$ cat config.mk
export PLATFORM = sky130hd
export DESIGN_NAME = instr_queue
export DESIGN_NICKNAME = d
export VERILOG_FILES = /design/src/rtl/instr_pkg.sv /design/src/rtl/instr_queue_store.sv /design/src/rtl/instr_queue.sv
export SDC_FILE = /design/constraint.sdc
export NUM_CORES = 1
export LEC_CHECK = 0
export CORE_MARGIN = 4
export CORE_UTILIZATION = 49
export CTS_CLUSTER_DIAMETER = 150
export DETAILED_ROUTE_END_ITERATION = 12
export MAX_ROUTING_LAYER = met4
export PLACE_DENSITY = 0.77
export SLEW_MARGIN = 20
export SYNTH_ARGS = -nofsm -noshare
export SYNTH_HDL_FRONTEND = slang
export SYNTH_SLANG_ARGS = --single-unit
$ cat constraint.sdc
create_clock -name clk -period 1.8 [get_ports clk]
set_input_delay 0.27 -clock clk [delete_from_list [all_inputs] [get_ports clk]]
set_output_delay 0.27 -clock clk [all_outputs]
set_load 0.005 [all_outputs]
$ cat src/rtl/instr_pkg.sv
// Shared constants and types for the instruction queue.
// Word layout: opcode in the top nibble, operand in the low twelve bits.
package instr_pkg;

   localparam int unsigned IQ_WIDTH    = 16;
   localparam int unsigned IQ_DEPTH    = 4;

   localparam int unsigned OPCODE_MSB  = 15;
   localparam int unsigned OPCODE_LSB  = 12;
   localparam int unsigned OPERAND_MSB = 11;
   localparam int unsigned OPERAND_LSB = 0;

   typedef logic [IQ_WIDTH-1:0] instr_t;

endpackage

$ cat src/rtl/instr_queue_store.sv
// DEPTH x WIDTH register file backing the instruction queue.
// One synchronous write port, one combinational read port, async clear on resetN.
module instr_queue_store
   import instr_pkg::*;
#(
   parameter int unsigned WIDTH = IQ_WIDTH,
   parameter int unsigned DEPTH = IQ_DEPTH,
   localparam int unsigned AW   = $clog2(DEPTH)
) (
   input  logic             clk,
   input  logic             resetN,
   input  logic             we_i,
   input  logic [AW-1:0]    waddr_i,
   input  logic [WIDTH-1:0] wdata_i,
   input  logic [AW-1:0]    raddr_i,
   output logic [WIDTH-1:0] rdata_o
);

   logic [WIDTH-1:0] mem_q [DEPTH];

   for (genvar gi = 0; gi < DEPTH; gi++) begin : g_entry
      // Each entry loads only when the write port targets it; cleared to zero on reset.
      always_ff @(posedge clk or negedge resetN) begin
         if (!resetN) begin
            mem_q[gi] <= '0;
         end else if (we_i && (waddr_i == AW'(gi))) begin
            mem_q[gi] <= wdata_i;
         end
      end
   end

   assign rdata_o = mem_q[raddr_i];

endmodule

$ cat src/rtl/instr_queue.sv
// Instruction prefetch queue: captures words from the shared bus into a circular
// FIFO and presents the head word to the decoder with 1-cycle fill latency.
// Optional feature: define IR_OVERFLOW_FLAG_EN to add a sticky overflow flag
// that records captures dropped because the queue was full.
module instr_queue
   import instr_pkg::*;
#(
   parameter int unsigned WIDTH = IQ_WIDTH,
   parameter int unsigned DEPTH = IQ_DEPTH,      // must be a power of two
   localparam int unsigned AW   = $clog2(DEPTH),
   localparam int unsigned LW   = $clog2(DEPTH) + 1
) (
   input  logic             clk,
   input  logic             resetN,
   input  logic [WIDTH-1:0] bus,
   input  logic             inEn,
   input  logic             flush,
   input  logic             instrReady,
   output logic [WIDTH-1:0] instr,
   output logic [3:0]       opcode,
   output logic [11:0]      operand,
   output logic             instrValid,
   output logic             full,
   output logic [LW-1:0]    level
`ifdef IR_OVERFLOW_FLAG_EN
   ,
   output logic             overflow
`endif
);

   logic [AW-1:0] wr_ptr_q, wr_ptr_d;
   logic [AW-1:0] rd_ptr_q, rd_ptr_d;
   logic [LW-1:0] level_q,  level_d;
   logic          push, pop, store_we;

   // A full queue still accepts a word when the head leaves on the same edge.
   assign pop      = instrValid & instrReady;
   assign push     = inEn & (~full | pop);
   assign store_we = push & ~flush;

   assign instrValid = (level_q != '0);
   assign full       = (level_q == LW'(DEPTH));
   assign level      = level_q;
   assign opcode     = instr[OPCODE_MSB:OPCODE_LSB];
   assign operand    = instr[OPERAND_MSB:OPERAND_LSB];

   instr_queue_store #(
      .WIDTH (WIDTH),
      .DEPTH (DEPTH)
   ) u_store (
      .clk     (clk),
      .resetN  (resetN),
      .we_i    (store_we),
      .waddr_i (wr_ptr_q),
      .wdata_i (bus),
      .raddr_i (rd_ptr_q),
      .rdata_o (instr)
   );

   // Pointer and level update; flush discards validity only, storage keeps its data.
   always_comb begin
      wr_ptr_d = wr_ptr_q;
      rd_ptr_d = rd_ptr_q;
      level_d  = level_q;
      if (flush) begin
         wr_ptr_d = '0;
         rd_ptr_d = '0;
         level_d  = '0;
      end else begin
         if (push) wr_ptr_d = wr_ptr_q + 1'b1;
         if (pop)  rd_ptr_d = rd_ptr_q + 1'b1;
         if (push && !pop)      level_d = level_q + 1'b1;
         else if (pop && !push) level_d = level_q - 1'b1;
      end
   end

   // Control state register with asynchronous clear.
   always_ff @(posedge clk or negedge resetN) begin
      if (!resetN) begin
         wr_ptr_q <= '0;
         rd_ptr_q <= '0;
         level_q  <= '0;
      end else begin
         wr_ptr_q <= wr_ptr_d;
         rd_ptr_q <= rd_ptr_d;
         level_q  <= level_d;
      end
   end

`ifdef IR_OVERFLOW_FLAG_EN
   logic drop;
   logic overflow_q, overflow_d;

   assign drop     = inEn & full & ~pop;
   assign overflow = overflow_q;

   // Sticky drop indicator; a flush on the same edge as a drop leaves it clear.
   always_comb begin
      overflow_d = overflow_q | drop;
      if (flush) overflow_d = 1'b0;
   end

   // Overflow flag register.
   always_ff @(posedge clk or negedge resetN) begin
      if (!resetN) overflow_q <= 1'b0;
      else         overflow_q <= overflow_d;
   end
`endif

endmodule

==> impl_metrics.env, run 1 <==
export IMPL_h_tree_depth=3
export IMPL_violations="setup timing"
export IMPL_grt_usage_pct=17.5
export IMPL_reg2reg_from="level[0]"
export IMPL_fmax_mhz=529
export IMPL_arrival_ns=1.62
export IMPL_avgSynthCellArea_um2=15.7
export IMPL_seq_area_frac_synth_pct=48.1
export IMPL_cts_buffer_depth=2
export IMPL_fin_ws_ns=-0.0888
export IMPL_finalMaxSlewViolations=0
export IMPL_drtIter0Drc=53
export IMPL_setup_viol=32
export IMPL_cp_top_family="multiplexers"
export IMPL_required_ns=1.53
export IMPL_clock_root_buffer="clkbuf_8"
export IMPL_cp_end_kind="output port"
export IMPL_cp_max_fo=5
export IMPL_grt_pass1_wl_um=11600
export IMPL_pre_cts_slack_ns=-0.323
export IMPL_vias=2160
export IMPL_rsz0062_at_grt="yes"
export IMPL_instances_no_fill=408
export IMPL_numCtsBuffers=9
export IMPL_initial_core_util_pct=50.6
export IMPL_syn_instance_count=235
export IMPL_drive_gt1_share_pct=59.9
export IMPL_fp_coreArea_mm2=0.00729
export IMPL_cp_depth=3
export IMPL_netlist_area_mm2=0.00369
export IMPL_post_route_cell_area_mm2=0.00466
export IMPL_cp_startpoint="rd_ptr_q[0]"
export IMPL_final_nets=330
export IMPL_min_path_type="in -> async"
export IMPL_pin_count=58
export IMPL_p_leak_uw=0.00208
export IMPL_numPortBuffers=57
export IMPL_clk_pin_slew_ns=0.08
export IMPL_diodes=0
export IMPL_startpoint_type="flop"
export IMPL_syn_to_final_growth_pct=26.1
export IMPL_grt_max_degree=72
export IMPL_maxCapViolCount=0
export IMPL_ir_drop_v=0.000727
export IMPL_antenna_found_initial=0
export IMPL_firstDrtPassIters=4
export IMPL_cts_tree="done"
export IMPL_ys_types=34
export IMPL_cp_slowest_cell="mux4_2"
export IMPL_timing_rr_end="level[2]"
export IMPL_placementRows=31
export IMPL_r2r_slack_ns=-0.02
export IMPL_endpoint="instr[9]"
export IMPL_worstMarginPinSlew_ns=0.379
export IMPL_worstPathCellList="buf_6 -> mux4_2 -> buf_6"
export IMPL_ant_nets=0
export IMPL_hold_violations=0
export IMPL_die_h_um=94.8
export IMPL_worstPathBufferInverterCount=2
export IMPL_grt_pass1_vias=2355
export IMPL_clk_latency_ns=0.35
export IMPL_relSlewSlack_pct=74.4
export IMPL_path_class="reg -> out"
export IMPL_drc=0
export IMPL_die_area_mm2=0.00899
export IMPL_die_w_um=94.8
export IMPL_cts_sinks=71
export IMPL_wl_um=7370
export IMPL_finalClockSkew_ns=0.0125
export IMPL_gp_congestion=0.810
export IMPL_crit_path_frequent_cell="buf_6"
export IMPL_powerDensity_mw_per_mm2=1540
export IMPL_utilization_pct=63.8
export IMPL_hold_slack_ns=0.460
export IMPL_yosysWarnings=0
export IMPL_vias_per_cell=5.29
export IMPL_post_route_min_period_ns=1.89
export IMPL_ys_ff_latch=71
export IMPL_dpl_cell_area_mm2=0.00440
export IMPL_dp_cells=380
export IMPL_wire_per_inst_um=18.1
export IMPL_max_stage_delay_ns=0.55
export IMPL_dpl_hpwl_um=4630
export IMPL_status="complete, but fails checks"
export IMPL_synthesis_nets=261
export IMPL_overflow=0
export IMPL_finalCritPeriodShare_pct=105
export IMPL_ff2ff_path_depth=9
-- cells in the mapped netlist --
library cell / n / area (µm²)
buf_2: 5 / 25.0
mux2i_1: 2 / 20.0
o21ai_0: 1 / 5.00
nor4bb_1: 3 / 30.0
nor4b_4: 1 / 23.8
nor4b_1: 1 / 8.76
o21a_1: 1 / 7.51
o311ai_0: 1 / 8.76
buf_4: 16 / 120
nor4bb_2: 1 / 16.3
xnor2_1: 1 / 8.76
mux2_2: 27 / 304
nor2b_1: 1 / 6.26
buf_1: 1 / 3.75
or3_1: 1 / 6.26
buf_6: 6 / 67.6
and2b_2: 1 / 8.76
a31oi_1: 2 / 12.5
mux4_2: 16 / 360
inv_1: 4 / 15.0
clkbuf_1: 2 / 7.51
nand2b_1: 4 / 25.0
fa_1: 1 / 20.0
dfrtp_1: 71 / 1780
buf_12: 3 / 60.1
or3_2: 1 / 7.51
and2_1: 1 / 6.26
o31ai_1: 1 / 7.51
mux2_4: 40 / 601
nor2_1: 11 / 41.3
nand2_1: 1 / 3.75
ha_1: 4 / 50.1
a221oi_1: 1 / 8.76
xor2_1: 2 / 17.5
-- worst reg2reg max path, stage by stage, from the launching register on --
cell and delay [ns]:
dfrtp_2 0.41, buf_6 0.14, nor2_4 0.08, and2_4 0.15, buf_6 0.08, nor2_2 0.03, fa_2 0.37, nor4b_2 0.22
a31oi_1 0.06, a31oi_1 0.18
-- cells by family (layout without fill, tap and decap cells) --
logic type	Yosys count	count (layout)	share of synthesized area, %
xor gates and xnor gates	3	3	0.712
adders and majority gates	5	5	1.90
AOI/OAI and AO/OA	7	7	1.36
buffers and inverters	37	111	8.10
muxes	85	85	34.8
and+or+nand+nor	27	27	4.98
DFF	71	71	48.1
-- sequential cells by signal, indices dropped and copies added (netlist names) --
signal	flops
level	3
rd_ptr_q	2
u_store.mem_q	64
wr_ptr_q	2
-- how the worst min path moves through the flow --
stage | start | to | slack [ns] | cells after the start
after floorplan | resetN | level[0] | -0.03 | 0
after global placement | resetN | u_store.mem_q[39] | 0.33 | 2
after detailed placement | resetN | u_store.mem_q[55] | 0.33 | 2
after CTS | resetN | u_store.mem_q[33] | 0.49 | 3
after global routing | resetN | u_store.mem_q[55] | 0.50 | 3
final | resetN | u_store.mem_q[55] | 0.46 | 3
-- cells in the final DEF, fill, tap and decap left out, drive strengths merged, types with 2 or more instances in the layout --
cell and n:
nand2b 4, ha 4, clkinvlp 2, nor2 11, a31oi 2, mux2 67, mux2i 2, buf 65
nor4bb 4, dfrtp 71, mux4 16, xor2 2, or3 2, clkbuf 15, clkdlybuf4s50 22, nor4b 2
inv 4
-- final cells by class --
cell class / count / area [µm²]
fill: 550 / 2640
sequential: 71 / 1780
multi-input combinational: 127 / 1710
timing repair buffer: 91 / 817
clock buffer: 12 / 155
tap: 99 / 124
clock inverter: 4 / 53.8
inverter: 4 / 15.0
-- where the power goes --
part           switching [µW]  internal (µW)
Clock                     607            719
Sequential                387           2250
Combinational            1110           2080
Total                    2100           5050
-- stage by stage --
step	setup TNS, ns	total power [µW]
global placement	-17.64	5950
global route	-4.07	7580
finish	-1.56	7150
floorplan	0	4710
detailed placement	-19.32	6060
CTS	-3.06	7170
-- per-layer routing --
metal | vias up | track usage, % | wire length, µm
li1 | 968 | - | -
met1 | 1124 | 22.0 | 3350
met2 | 56 | 27.4 | 3620
met3 | 12 | 3.43 | 302
met4 | 0 | 7.93 | 95
met5 | - | - | 0
-- timing repair --
item | in CTS | in global routing
hold endpoints to repair | 71 | 0
cloned | 1 | 2
resized for setup | 150 | 12
hold buffers | 1 | 0
buffers inserted | 7 | 5
endpoints found under the setup margin | 50 | 59
pin swaps | 1 | 0
Power figures use the tool's default switching activity.
==> run 2, diff against run 1 <==
--- a/config.mk
+++ b/config.mk
@@ -6,12 +6,13 @@
 export NUM_CORES = 1
 export LEC_CHECK = 0
 export CORE_MARGIN = 4
-export CORE_UTILIZATION = 49
+export CORE_UTILIZATION = 48
 export CTS_CLUSTER_DIAMETER = 150
 export DETAILED_ROUTE_END_ITERATION = 12
 export MAX_ROUTING_LAYER = met4
-export PLACE_DENSITY = 0.77
+export PLACE_DENSITY = 0.76
 export SLEW_MARGIN = 20
 export SYNTH_ARGS = -nofsm -noshare
 export SYNTH_HDL_FRONTEND = slang
+export SYNTH_HIERARCHICAL = 1
 export SYNTH_SLANG_ARGS = --single-unit
==> impl_metrics.env, run 2 <==
export IMPL_vias_per_cell=5.45
export IMPL_worstMarginPinSlew_ns=0.577
export IMPL_post_route_cell_area_mm2=0.00463
export IMPL_required_ns=2.02
export IMPL_h_tree_depth=3
export IMPL_overflow=0
export IMPL_wl_um=7630
export IMPL_gp_congestion=0.758
export IMPL_path_class="reg -> reg"
export IMPL_die_w_um=92.1
export IMPL_vias=2206
export IMPL_synthesis_nets=249
export IMPL_clk_latency_ns=0.33
export IMPL_fmax_mhz=518
export IMPL_numPortBuffers=57
export IMPL_synthTopCellsByCount="dfrtp_1, mux2_2, buf_4"
export IMPL_top_register="u_store/mem_q"
export IMPL_worstPathCellList="or3b_4 -> and3_4 -> fa_2 -> nor2b_4 -> nand2b_1 -> a32oi_1 -> a21oi_1"
export IMPL_drive_gt1_share_pct=57.6
export IMPL_layout_commonest_cell="dfrtp_1"
export IMPL_largest_reg_flops=64
export IMPL_finalCritPeriodShare_pct=107
export IMPL_powerDensity_mw_per_mm2=1470
export IMPL_p_leak_uw=0.00227
export IMPL_placementRows=30
export IMPL_ys_top_cells_by_area="dfrtp_1, mux2_2, mux4_2, buf_4, xor2_1"
export IMPL_yosysWarnings=6
export IMPL_dpl_cell_area_mm2=0.00414
export IMPL_yosys_area_top_type_share_pct=52.3
export IMPL_grt_pass1_vias=2408
export IMPL_relSlewSlack_pct=61.6
export IMPL_synthArstFlopShare_pct=100
export IMPL_rsz0062_at_grt="yes"
export IMPL_arrival_ns=2.15
export IMPL_seq_area_frac_synth_pct=52.3
export IMPL_final_cell_mix="dfrtp_1, mux2_4, buf_2"
export IMPL_hold_violations=0
export IMPL_grt_pass1_wl_um=12700
export IMPL_cts_tree="done"
export IMPL_grt_usage_pct=20.1
export IMPL_final_nets=326
export IMPL_fin_ws_ns=-0.130
export IMPL_ys_ff_latch=71
export IMPL_clock_root_buffer="clkbuf_8"
export IMPL_post_route_min_period_ns=1.93
export IMPL_ys_types=36
export IMPL_wire_per_inst_um=18.8
export IMPL_avgSynthCellArea_um2=15.0
export IMPL_die_h_um=92.1
export IMPL_antenna_found_initial=0
export IMPL_grt_max_degree=72
export IMPL_dpl_hpwl_um=4380
export IMPL_diodes=0
export IMPL_dp_cells=376
export IMPL_synth_largest_area_cell="dfrtp_1"
export IMPL_finalClockSkew_ns=0.00513
export IMPL_clk_pin_slew_ns=0.07
export IMPL_finalMaxSlewViolations=0
export IMPL_ant_nets=0
export IMPL_cts_buffer_depth=2
export IMPL_cp_slowest_cell="or3b_4"
export IMPL_cts_sinks=71
export IMPL_min_path_type="in -> async"
export IMPL_drtIter0Drc=90
export IMPL_syn_to_final_growth_pct=36.5
export IMPL_drc=0
export IMPL_cp_max_fo=3
export IMPL_netlist_area_mm2=0.00339
export IMPL_maxCapViolCount=0
export IMPL_synth_edf_count=0
export IMPL_setup_viol=75
export IMPL_fp_coreArea_mm2=0.00683
export IMPL_syn_instance_count=227
export IMPL_cp_end_kind="flop"
export IMPL_max_stage_delay_ns=0.43
export IMPL_initial_core_util_pct=49.7
export IMPL_die_area_mm2=0.00848
export IMPL_ys_flop_type="dfrtp_1"
export IMPL_ir_drop_v=0.000846
export IMPL_violations="setup timing"
export IMPL_numCtsBuffers=9
export IMPL_instances_no_fill=405
export IMPL_yosysMostFrequentCell="dfrtp_1"
export IMPL_startpoint_type="flop"
export IMPL_pin_count=58
export IMPL_status="complete, but fails checks"
export IMPL_firstDrtPassIters=4
==> run 2: cell count changes after synthesis, sizes merged, moves of 3 or more <==
cell / before / now
a21oi: 0 / 3
buf: 31 / 25
ha: 4 / 0
mux2: 67 / 64
nand3: 0 / 3
nand3b: 0 / 3
nor2: 11 / 8
nor4bb: 4 / 0
o211ai: 0 / 3
==> run 2: metrics by stage <==
stage	total power (µW)	hold WS, ns	TNS [ns]	utilization, %	setup WS, ns
2_1_floorplan	4120	-0.0256	-6.79	-	-0.209
3_3_place_gp	5140	0.324	-6.57	60.5	-0.222
3_5_place_dp	5240	0.324	-9.05	60.5	-0.264
4_1_cts	6770	0.489	-7.94	67.4	-0.151
5_1_grt	7190	0.504	-9.43	67.8	-0.235
6_report	6790	0.472	-5.37	67.8	-0.130
==> run 2: path summary, 6_finish.rpt <==
| kind | startpoint | endpoint | slack [ns] | cells past startpoint |
|---|---|---|---|---|
| hold reg to reg | u_store/mem_q[17] | u_store/mem_q[17] | 0.51 | 1 |
| setup reg to reg | level[1] | level[2] | -0.13 | 7 |
| hold / removal | resetN | u_store/mem_q[43] | 0.47 | 3 |
| max in group asynchronous | resetN | level[0] | 1.02 | 3 |
| setup / recovery | level[1] | level[2] | -0.13 | 7 |
| min in group clk | u_store/mem_q[17] | u_store/mem_q[17] | 0.51 | 1 |
==> run 2: power breakdown <==
part	internal, µW	switching [µW]	leakage (µW)
sequential	2190	341	0.000893
clock	934	560	0.000123
combinational	1790	978	0.00126
total	4910	1880	0.00227
==> run 2: what timing repair did <==
action                                  4_1_cts  5_1_grt
setup buffers                                 8        2
endpoints found under the setup margin       84       92
resized for setup                           195        9
endpoints found under the hold margin        71        0
cloned                                        3        0
hold buffers                                  1        0
pin swaps                                     3        1
==> run 2: per-layer routing <==
| metal | global-route usage, % | vias to the layer above | wire length, µm |
|---|---|---|---|
| met5 | - | - | 0 |
| met4 | 6.56 | 0 | 94 |
| met3 | 4.76 | 11 | 324 |
| met2 | 31.6 | 52 | 3830 |
| met1 | 26.1 | 1167 | 3390 |
| li1 | - | 976 | - |
==> run 2: final cells by class <==
class,instances,area (µm²)
fill,493,2200
multi-input combinational,126,1660
timing repair buffer,92,820
inverter,4,15.0
tap,96,120
clock inverter,2,60.1
clock buffer,14,183
sequential,71,1780
==> run 2: logic make-up (layout without fill, tap and decap cells) <==
| group | after synthesis | in the layout | synth area share (%) |
|---|---|---|---|
| compound gates | 14 | 14 | 2.99 |
| xor+xnor | 4 | 4 | 1.03 |
| fa+ha+maj | 1 | 1 | 0.590 |
| buf+inv | 31 | 112 | 6.30 |
| flops | 71 | 71 | 52.3 |
| mux | 80 | 80 | 31.8 |
| simple gates | 26 | 27 | 4.90 |
==> run 2: critical path: cells and delay by family, from the launching register on <==
kind            cells  cell delay, ns
flops               1            0.38
compound gates      2            0.26
simple gates        4            0.82
fa+ha+maj           1            0.36
==> run 3, diff against run 2 <==
--- a/config.mk
+++ b/config.mk
@@ -11,6 +11,7 @@
 export DETAILED_ROUTE_END_ITERATION = 12
 export MAX_ROUTING_LAYER = met4
 export PLACE_DENSITY = 0.76
+export SKIP_LAST_GASP = 1
 export SLEW_MARGIN = 20
 export SYNTH_ARGS = -nofsm -noshare
 export SYNTH_HDL_FRONTEND = slang
==> impl_metrics.env, run 3 (synthesized netlist as in run 2, its figures left out) <==
export IMPL_gp_congestion=0.758
export IMPL_numCtsBuffers=9
export IMPL_nFillCells=487
export IMPL_clock_root_buffer="clkbuf_8"
export IMPL_cts_sinks=71
export IMPL_min_path_type="in -> async"
export IMPL_rsz0062_at_grt="yes"
export IMPL_reg2reg_from="level[1]"
export IMPL_status="complete, but fails checks"
export IMPL_h_tree_depth=3
export IMPL_grt_usage_pct=20.1
export IMPL_powerDensity_mw_per_mm2=1470
export IMPL_finalCritPeriodShare_pct=109
export IMPL_firstDrtPassIters=4
export IMPL_violations="setup timing"
export IMPL_startpoint_type="flop"
export IMPL_arrival_ns=1.69
export IMPL_fp_coreArea_mm2=0.00683
export IMPL_largest_reg_flops=64
export IMPL_clk_latency_ns=0.33
export IMPL_finalMaxSlewViolations=0
export IMPL_p_leak_uw=0.00227
export IMPL_drtIter0Drc=127
export IMPL_relSlewSlack_pct=62.3
export IMPL_antenna_found_initial=0
export IMPL_dpl_hpwl_um=4380
export IMPL_finalClockSkew_ns=0.00396
export IMPL_die_w_um=92.1
export IMPL_die_h_um=92.1
export IMPL_drc=0
export IMPL_required_ns=1.53
export IMPL_cp_max_fo=5
export IMPL_setup_tns_ns=-6.99
export IMPL_hold_violations=0
export IMPL_syn_to_final_growth_pct=36.7
export IMPL_hold_slack_ns=0.469
export IMPL_setup_viol=82
export IMPL_wl_um=7800
export IMPL_final_nets=326
export IMPL_vias=2219
export IMPL_final_cell_mix="dfrtp_1, mux2_4, buf_2"
export IMPL_grt_max_degree=72
export IMPL_ff2ff_path_depth=7
export IMPL_cts_buffer_depth=2
export IMPL_fmax_mhz=511
export IMPL_path_class="reg -> out"
export IMPL_ant_nets=0
export IMPL_post_route_min_period_ns=1.96
export IMPL_fin_ws_ns=-0.157
export IMPL_worstMarginPinSlew_ns=0.566
export IMPL_r2r_slack_ns=-0.13
export IMPL_grt_pass1_wl_um=12700
export IMPL_cts_tree="done"
export IMPL_wire_per_inst_um=19.3
export IMPL_placementRows=30
export IMPL_maxCapViolCount=0
export IMPL_dpl_cell_area_mm2=0.00414
export IMPL_clk_pin_slew_ns=0.07
export IMPL_top_register="u_store/mem_q"
export IMPL_layout_commonest_cell="dfrtp_1"
export IMPL_drive_gt1_share_pct=57.6
export IMPL_cp_end_kind="output port"
export IMPL_initial_core_util_pct=49.7
export IMPL_pre_cts_slack_ns=-0.264
export IMPL_die_area_mm2=0.00848
export IMPL_pin_count=58
export IMPL_numPortBuffers=57
export IMPL_diodes=0
export IMPL_timing_rr_end="level[2]"
export IMPL_grt_pass1_vias=2410
export IMPL_ir_drop_v=0.000926
export IMPL_overflow=0
export IMPL_post_route_cell_area_mm2=0.00464
export IMPL_vias_per_cell=5.48
==> run 3: cell counts in the layout (fill, tap and decap cells not counted) <==
Identical to the previous run, type by type.
==> run 3: routing by layer <==
metal	GRT usage [%]	part of all wire, %
met5	-	0
met4	6.93	1.8
met1	25.0	43
met2	32.5	51
met3	4.92	4.3
==> run 3: final cells by class <==
| class | count | area (µm²) | area share (%) |
|---|---|---|---|
| Tap cell | 96 | 120 | 2.59 |
| Clock buffer | 14 | 183 | 3.94 |
| Inverter | 4 | 15.0 | 0.324 |
| Sequential cell | 71 | 1780 | 38.3 |
| Timing Repair Buffer | 92 | 823 | 17.7 |
| Clock inverter | 2 | 60.1 | 1.29 |
| Multi-Input combinational cell | 126 | 1660 | 35.8 |
==> run 3: how the worst max path moves through the flow <==
stage                start         end  slack, ns  depth (start not counted)
2_1_floorplan     level[1]    level[2]      -0.21                          8
3_3_place_gp    instrReady    level[1]      -0.22                          7
3_5_place_dp    instrReady    level[2]      -0.26                          8
4_1_cts        rd_ptr_q[0]  operand[2]      -0.15                          4
5_1_grt           level[1]    level[2]      -0.24                          7
6_report       rd_ptr_q[0]  operand[2]      -0.16                          4
==> run 3: critical path, cell delays in order (launching register included) <==
cell	delay, ns
dfrtp_1	0.42
buf_12	0.15
buf_8	0.12
mux4_2	0.51
buf_2	0.15
==> run 3: repair_timing <==
item	CTS	global route
endpoints found under the hold margin	71	0
buffers inserted	8	2
pin swaps	3	1
endpoints found under the setup margin	84	92
resized for setup	183	23
cloned	3	0
hold buffers	1	0
==> run 3: where the power goes <==
| part | switching [µW] | internal, µW |
|---|---|---|
| Clock | 557 | 933 |
| Sequential | 347 | 2190 |
| Combinational | 991 | 1790 |
| Total | 1900 | 4910 |
==> run 3: metrics by stage <==
step | power [µW] | cells | util [%]
after global routing | 7210 | 405 | 67.9
final | 6810 | 405 | 67.9
after CTS | 6710 | 404 | 66.7
after detailed placement | 5240 | 376 | 60.5
after global placement | 5140 | 376 | 60.5
after floorplan | 4120 | 227 | -
